<file path="src/rtl/pipe_ctrl.sv">
// pipe_ctrl: fetch PC, IF/ID register, decode-stage redirect and stage-valid chain for a 5-stage MIPS pipeline.
// Performance counters exist only when PIPE_PERF_CNT_EN is defined; otherwise the counter outputs are tied to 0.
module pipe_ctrl #(
  parameter int               WIDTH    = 32,
  parameter logic [WIDTH-1:0] RESET_PC = '0,
  parameter int               CNT_W    = 16
) (
  input  logic             clk,
  input  logic             reset,
  input  logic             stallF,
  input  logic             stallD,
  input  logic             flushE,
  input  logic             pcsrcD,
  input  logic [WIDTH-1:0] pcbranchD,
  input  logic             jumpD,
  input  logic [WIDTH-1:0] pcjumpD,
  input  logic [WIDTH-1:0] instrF,
  output logic [WIDTH-1:0] pcF,
  output logic [WIDTH-1:0] instrD,
  output logic [WIDTH-1:0] pcplus4D,
  output logic             validD,
  output logic             validE,
  output logic             validM,
  output logic             validW,
  output logic [CNT_W-1:0] stall_cnt,
  output logic [CNT_W-1:0] bubble_cnt,
  output logic [CNT_W-1:0] retired_cnt
);

  logic [WIDTH-1:0] pc_q, pc_d;
  logic [WIDTH-1:0] ifid_instr_q, ifid_instr_d;
  logic [WIDTH-1:0] ifid_pcplus4_q, ifid_pcplus4_d;
  logic             valid_dec_q, valid_dec_d;
  logic             valid_exe_q, valid_exe_d;
  logic             valid_mem_q, valid_mem_d;
  logic             valid_wb_q, valid_wb_d;
  logic [WIDTH-1:0] pcplus4_f;
  logic             redirect;

  always_comb begin
    redirect  = (pcsrcD | jumpD) & ~stallD;
    pcplus4_f = pc_q + WIDTH'(4);

    // A branch held in D by stallD must not redirect until the stall clears.
    pc_d = pcplus4_f;
    if (stallF) begin
      pc_d = pc_q;
    end else if (jumpD && !stallD) begin
      pc_d = pcjumpD;
    end else if (pcsrcD && !stallD) begin
      pc_d = pcbranchD;
    end

    ifid_instr_d   = ifid_instr_q;
    ifid_pcplus4_d = ifid_pcplus4_q;
    valid_dec_d    = valid_dec_q;
    if (!stallD) begin
      if (redirect) begin
        ifid_instr_d   = '0;
        ifid_pcplus4_d = '0;
        valid_dec_d    = 1'b0;
      end else begin
        ifid_instr_d   = instrF;
        ifid_pcplus4_d = pcplus4_f;
        valid_dec_d    = 1'b1;
      end
    end

    // flushE wins even under stallD so a load-use bubble enters E.
    valid_exe_d = flushE ? 1'b0 : valid_dec_q;
    valid_mem_d = valid_exe_q;
    valid_wb_d  = valid_mem_q;
  end

  always_ff @(posedge clk or posedge reset) begin
    if (reset) begin
      pc_q           <= RESET_PC;
      ifid_instr_q   <= '0;
      ifid_pcplus4_q <= '0;
      valid_dec_q    <= 1'b0;
      valid_exe_q    <= 1'b0;
      valid_mem_q    <= 1'b0;
      valid_wb_q     <= 1'b0;
    end else begin
      pc_q           <= pc_d;
      ifid_instr_q   <= ifid_instr_d;
      ifid_pcplus4_q <= ifid_pcplus4_d;
      valid_dec_q    <= valid_dec_d;
      valid_exe_q    <= valid_exe_d;
      valid_mem_q    <= valid_mem_d;
      valid_wb_q     <= valid_wb_d;
    end
  end

  assign pcF      = pc_q;
  assign instrD   = ifid_instr_q;
  assign pcplus4D = ifid_pcplus4_q;
  assign validD   = valid_dec_q;
  assign validE   = valid_exe_q;
  assign validM   = valid_mem_q;
  assign validW   = valid_wb_q;

`ifdef PIPE_PERF_CNT_EN
  logic [CNT_W-1:0] stall_cnt_q, stall_cnt_d;
  logic [CNT_W-1:0] bubble_cnt_q, bubble_cnt_d;
  logic [CNT_W-1:0] retired_cnt_q, retired_cnt_d;

  function automatic logic [CNT_W-1:0] sat_inc(input logic [CNT_W-1:0] v, input logic en);
    return (en && !(&v)) ? v + CNT_W'(1) : v;
  endfunction

  always_comb begin
    stall_cnt_d   = sat_inc(stall_cnt_q, stallF);
    bubble_cnt_d  = sat_inc(bubble_cnt_q, flushE | redirect);
    retired_cnt_d = sat_inc(retired_cnt_q, valid_wb_q);
  end

  always_ff @(posedge clk or posedge reset) begin
    if (reset) begin
      stall_cnt_q   <= '0;
      bubble_cnt_q  <= '0;
      retired_cnt_q <= '0;
    end else begin
      stall_cnt_q   <= stall_cnt_d;
      bubble_cnt_q  <= bubble_cnt_d;
      retired_cnt_q <= retired_cnt_d;
    end
  end

  assign stall_cnt   = stall_cnt_q;
  assign bubble_cnt  = bubble_cnt_q;
  assign retired_cnt = retired_cnt_q;
`else
  assign stall_cnt   = '0;
  assign bubble_cnt  = '0;
  assign retired_cnt = '0;
`endif

endmodule

</file>
<file path="config.mk">
export PLATFORM = sky130hd
export DESIGN_NAME = pipe_ctrl
export DESIGN_NICKNAME = d
export VERILOG_FILES = /design/src/rtl/pipe_ctrl.sv
export SDC_FILE = /design/constraint.sdc
export NUM_CORES = 1
export LEC_CHECK = 0
export BUFFER_PORTS_ARGS = -buffer_cell sky130_fd_sc_hd__buf_2
export CORE_ASPECT_RATIO = 0.6
export CORE_MARGIN = 4
export CORE_UTILIZATION = 40
export DETAILED_ROUTE_END_ITERATION = 10
export PLACE_DENSITY_LB_ADDON = 0.12
export SLEW_MARGIN = 25
export SYNTH_ARGS = -nofsm -noshare
export SYNTH_HDL_FRONTEND = slang
export SYNTH_SLANG_ARGS = --single-unit
</file>
<file path="constraint.sdc">
create_clock -name clk -period 5.2 [get_ports clk]
set_input_delay 0.78 -clock clk [delete_from_list [all_inputs] [get_ports clk]]
set_output_delay 0.78 -clock clk [all_outputs]
set_load 0.05 [all_outputs]
</file>
==> impl_metrics.toml <==
[run_status]
outcome = "completed"

[route]
antenna_left = 0
drt_pass1_iterations = 7
drc_errors = 0
wl_per_cell_um = 19.3
wirelength_um = 18200
vias = 5255
vias_per_cell = 5.57
dr.first_iter.drc_count = 489

[clock_tree]
cts_root_buf = "clkbuf_16"
cts_setup_buffers = 0
cts_buffers = 9
tritoncts = "built"
clk_pin_slew_ns = 0.07
clock_sinks = 100
ctsResizeCount = 0
clock_latency_ns = 0.35
cts.htree.levels = 3
cts_buffer_depth = 2
cts_hold_buf = 0

[place]
io_buffers = 202
place_congestion = 0.856
dp_hpwl_um = 12800
place_area_um2 = 6480

[grt]
antenna_found_initial = 0
grt_pass1_wl_um = 28200
overflow = 0
grt_use_total_pct = 22.1
grt_max_degree = 60
grt_pass1_vias = 5104

[timing]
rsz0062_at_grt = "false"
finalMaxSlewViolations = 0
tns_ns = 0
fin_worst_skew_ns = 0.00980
whs_ns = 0.374
finalSetupViolations = 0
period_minus_slack_ns = 2.57
worst_slew_pin_slew_ns = 0.917
relSlewSlack_pct = 38.8
clock.fmax_mhz = 388
hold_violations = 0
fin_crit_sh_pct = 49.5

[final_layout]
fin_util_pct = 49.7
drive_gt1_share_pct = 32.4
layout_commonest_cell = "buf_2"
nNetsFinal = 850
diodes = 0
layout_common_cells = "202 x buf_2, 100 x dfrtp_1, 48 x conb_1, 47 x nand2_1, 46 x a22o_1"
post-route-cell-area_um2 = 6790
syn2layout_area_growth_pct = 21.3

[setup_path]
worst-path-max-fanout = 49
start_kind = "input pin"
cp-end-kind = "register"
arrival_ns = 2.80
crit_type = "in2reg"
required_ns = 5.43

[synth]
syn_inst = 573
yosysSeqAreaShare_pct = 44.7
dominantRegCellSynth = "dfrtp_1"
synth_area_per_cell_um2 = 9.77
yosys.cell_types.count = 68
synthArstFlopShare_pct = 100
synth_edf_count = 0
ys_seq_elements = 100
ys_warn_count = 0
syn_area_um2 = 5600

[floorplanning]
die-area_um2 = 16000
io_pins = 251
initial_core_util_pct = 41.0
core_area_um2 = 13700
die_h_um = 99.6
fp.dieW_um = 161
row_count = 33

[min_path]
min_path_type = "reg2reg"

[power]
peakVddDrop_uv = 150
leakage_nw = 3.38
power.density_nw_per_um2 = 358
power_mw = 2.43

[run]
max-cap-violations = 0
-- cells in the mapped netlist (all sizes together) (3+ instances only) --
master / number / area, um^2
o311ai: 7 / 61.3
xor2: 3 / 26.3
a22o: 46 / 403
nand2b: 5 / 31.3
nor3: 23 / 120
nor2: 26 / 97.6
or3: 9 / 57.6
nor4: 6 / 43.8
nor2b: 4 / 25.0
nand4: 14 / 103
a311oi: 4 / 35.0
a21oi: 11 / 55.1
o21a: 3 / 22.5
o211ai: 11 / 82.6
buf: 58 / 430
a221o: 14 / 140
xnor2: 7 / 61.3
clkbuf: 36 / 189
a21o: 4 / 30.0
or4: 5 / 42.5
a31oi: 5 / 31.3
and3: 12 / 77.6
o21ai: 35 / 175
a22oi: 6 / 45.0
a211oi: 4 / 30.0
mux2i: 8 / 80.1
inv: 8 / 30.0
nand3: 16 / 85.1
dfrtp: 100 / 2500
o311a: 4 / 40.0
nand2: 47 / 176
-- critical path: stages --
cell and delay, ns:
buf_2 0.68, inv_1 0.70, and3_1 0.36, a221o_1 0.26
-- final cells by class --
cell class / instances / area, um^2
Tap cell: 192 / 240
Multi-Input combinational cell: 417 / 2650
Timing Repair Buffer: 210 / 1070
Clock buffer: 10 / 239
Clock inverter: 6 / 51.3
Fill cell: 1298 / 6880
Inverter: 8 / 32.5
Sequential cell: 100 / 2500
-- metal layers --
metal | share of wire (%) | routed length, um | vias to the layer above | track usage [%]
li1 | - | - | 2420 | -
met1 | 46 | 8420 | 2571 | 32.1
met2 | 44 | 8030 | 249 | 33.2
met3 | 8.9 | 1610 | 15 | 5.88
met4 | 0.79 | 143 | 0 | 4.91
met5 | 0 | 0 | - | 0
-- metrics by stage --
stage / cells / setup WS, ns
finish: 943 / 2.63
global route: 943 / 2.49
CTS: 942 / 2.63
detailed placement: 926 / 2.29
global placement: 926 / 2.30
floorplan: 620 / 1.80
-- flip-flops by register name, summed over array words and instances, names as in the netlist --
name and cells:
validE 1, validW 1, validD 1, pcF 32
instrD 32, validM 1, pcplus4D 32
-- cell families (layout without fill, tap and decap cells) --
| kind of cell | after synthesis | in the layout | share of synthesized area (%) |
|---|---|---|---|
| AOI/OAI and AO/OA | 175 | 175 | 23.8 |
| xor gates and xnor gates | 10 | 10 | 1.56 |
| adders and majority gates | 1 | 1 | 0.223 |
| buffers and inverters | 103 | 234 | 11.8 |
| DFF | 100 | 100 | 44.7 |
| muxes | 8 | 8 | 1.43 |
| other | 1 | 48 | 0.0670 |
| and+or+nand+nor | 175 | 175 | 16.5 |
-- worst paths after layout --
kind,startpoint,endpoint,slack [ns],cells after the start
min,validM$_DFF_PP0_,validW$_DFF_PP0_,0.37,0
min reg2reg,validM$_DFF_PP0_,validW$_DFF_PP0_,0.37,0
min in group asynchronous,reset,instrD[20]$_DFFE_PP0N_,0.51,2
max reg2reg,pcF[2]$_DFFE_PP0N_,pcF[22]$_DFFE_PP0N_,2.74,5
max,stallF,pcF[6]$_DFFE_PP0N_,2.63,4
max in group asynchronous,reset,pcplus4D[9]$_DFFE_PP0N_,3.53,3
-- where the power goes --
group	switching (mW)	internal, mW
sequential	0.117	0.859
combinational	0.595	0.196
clock	0.321	0.346
total	1.03	1.40
No activity file was read; power rests on OpenSTA's default activity.
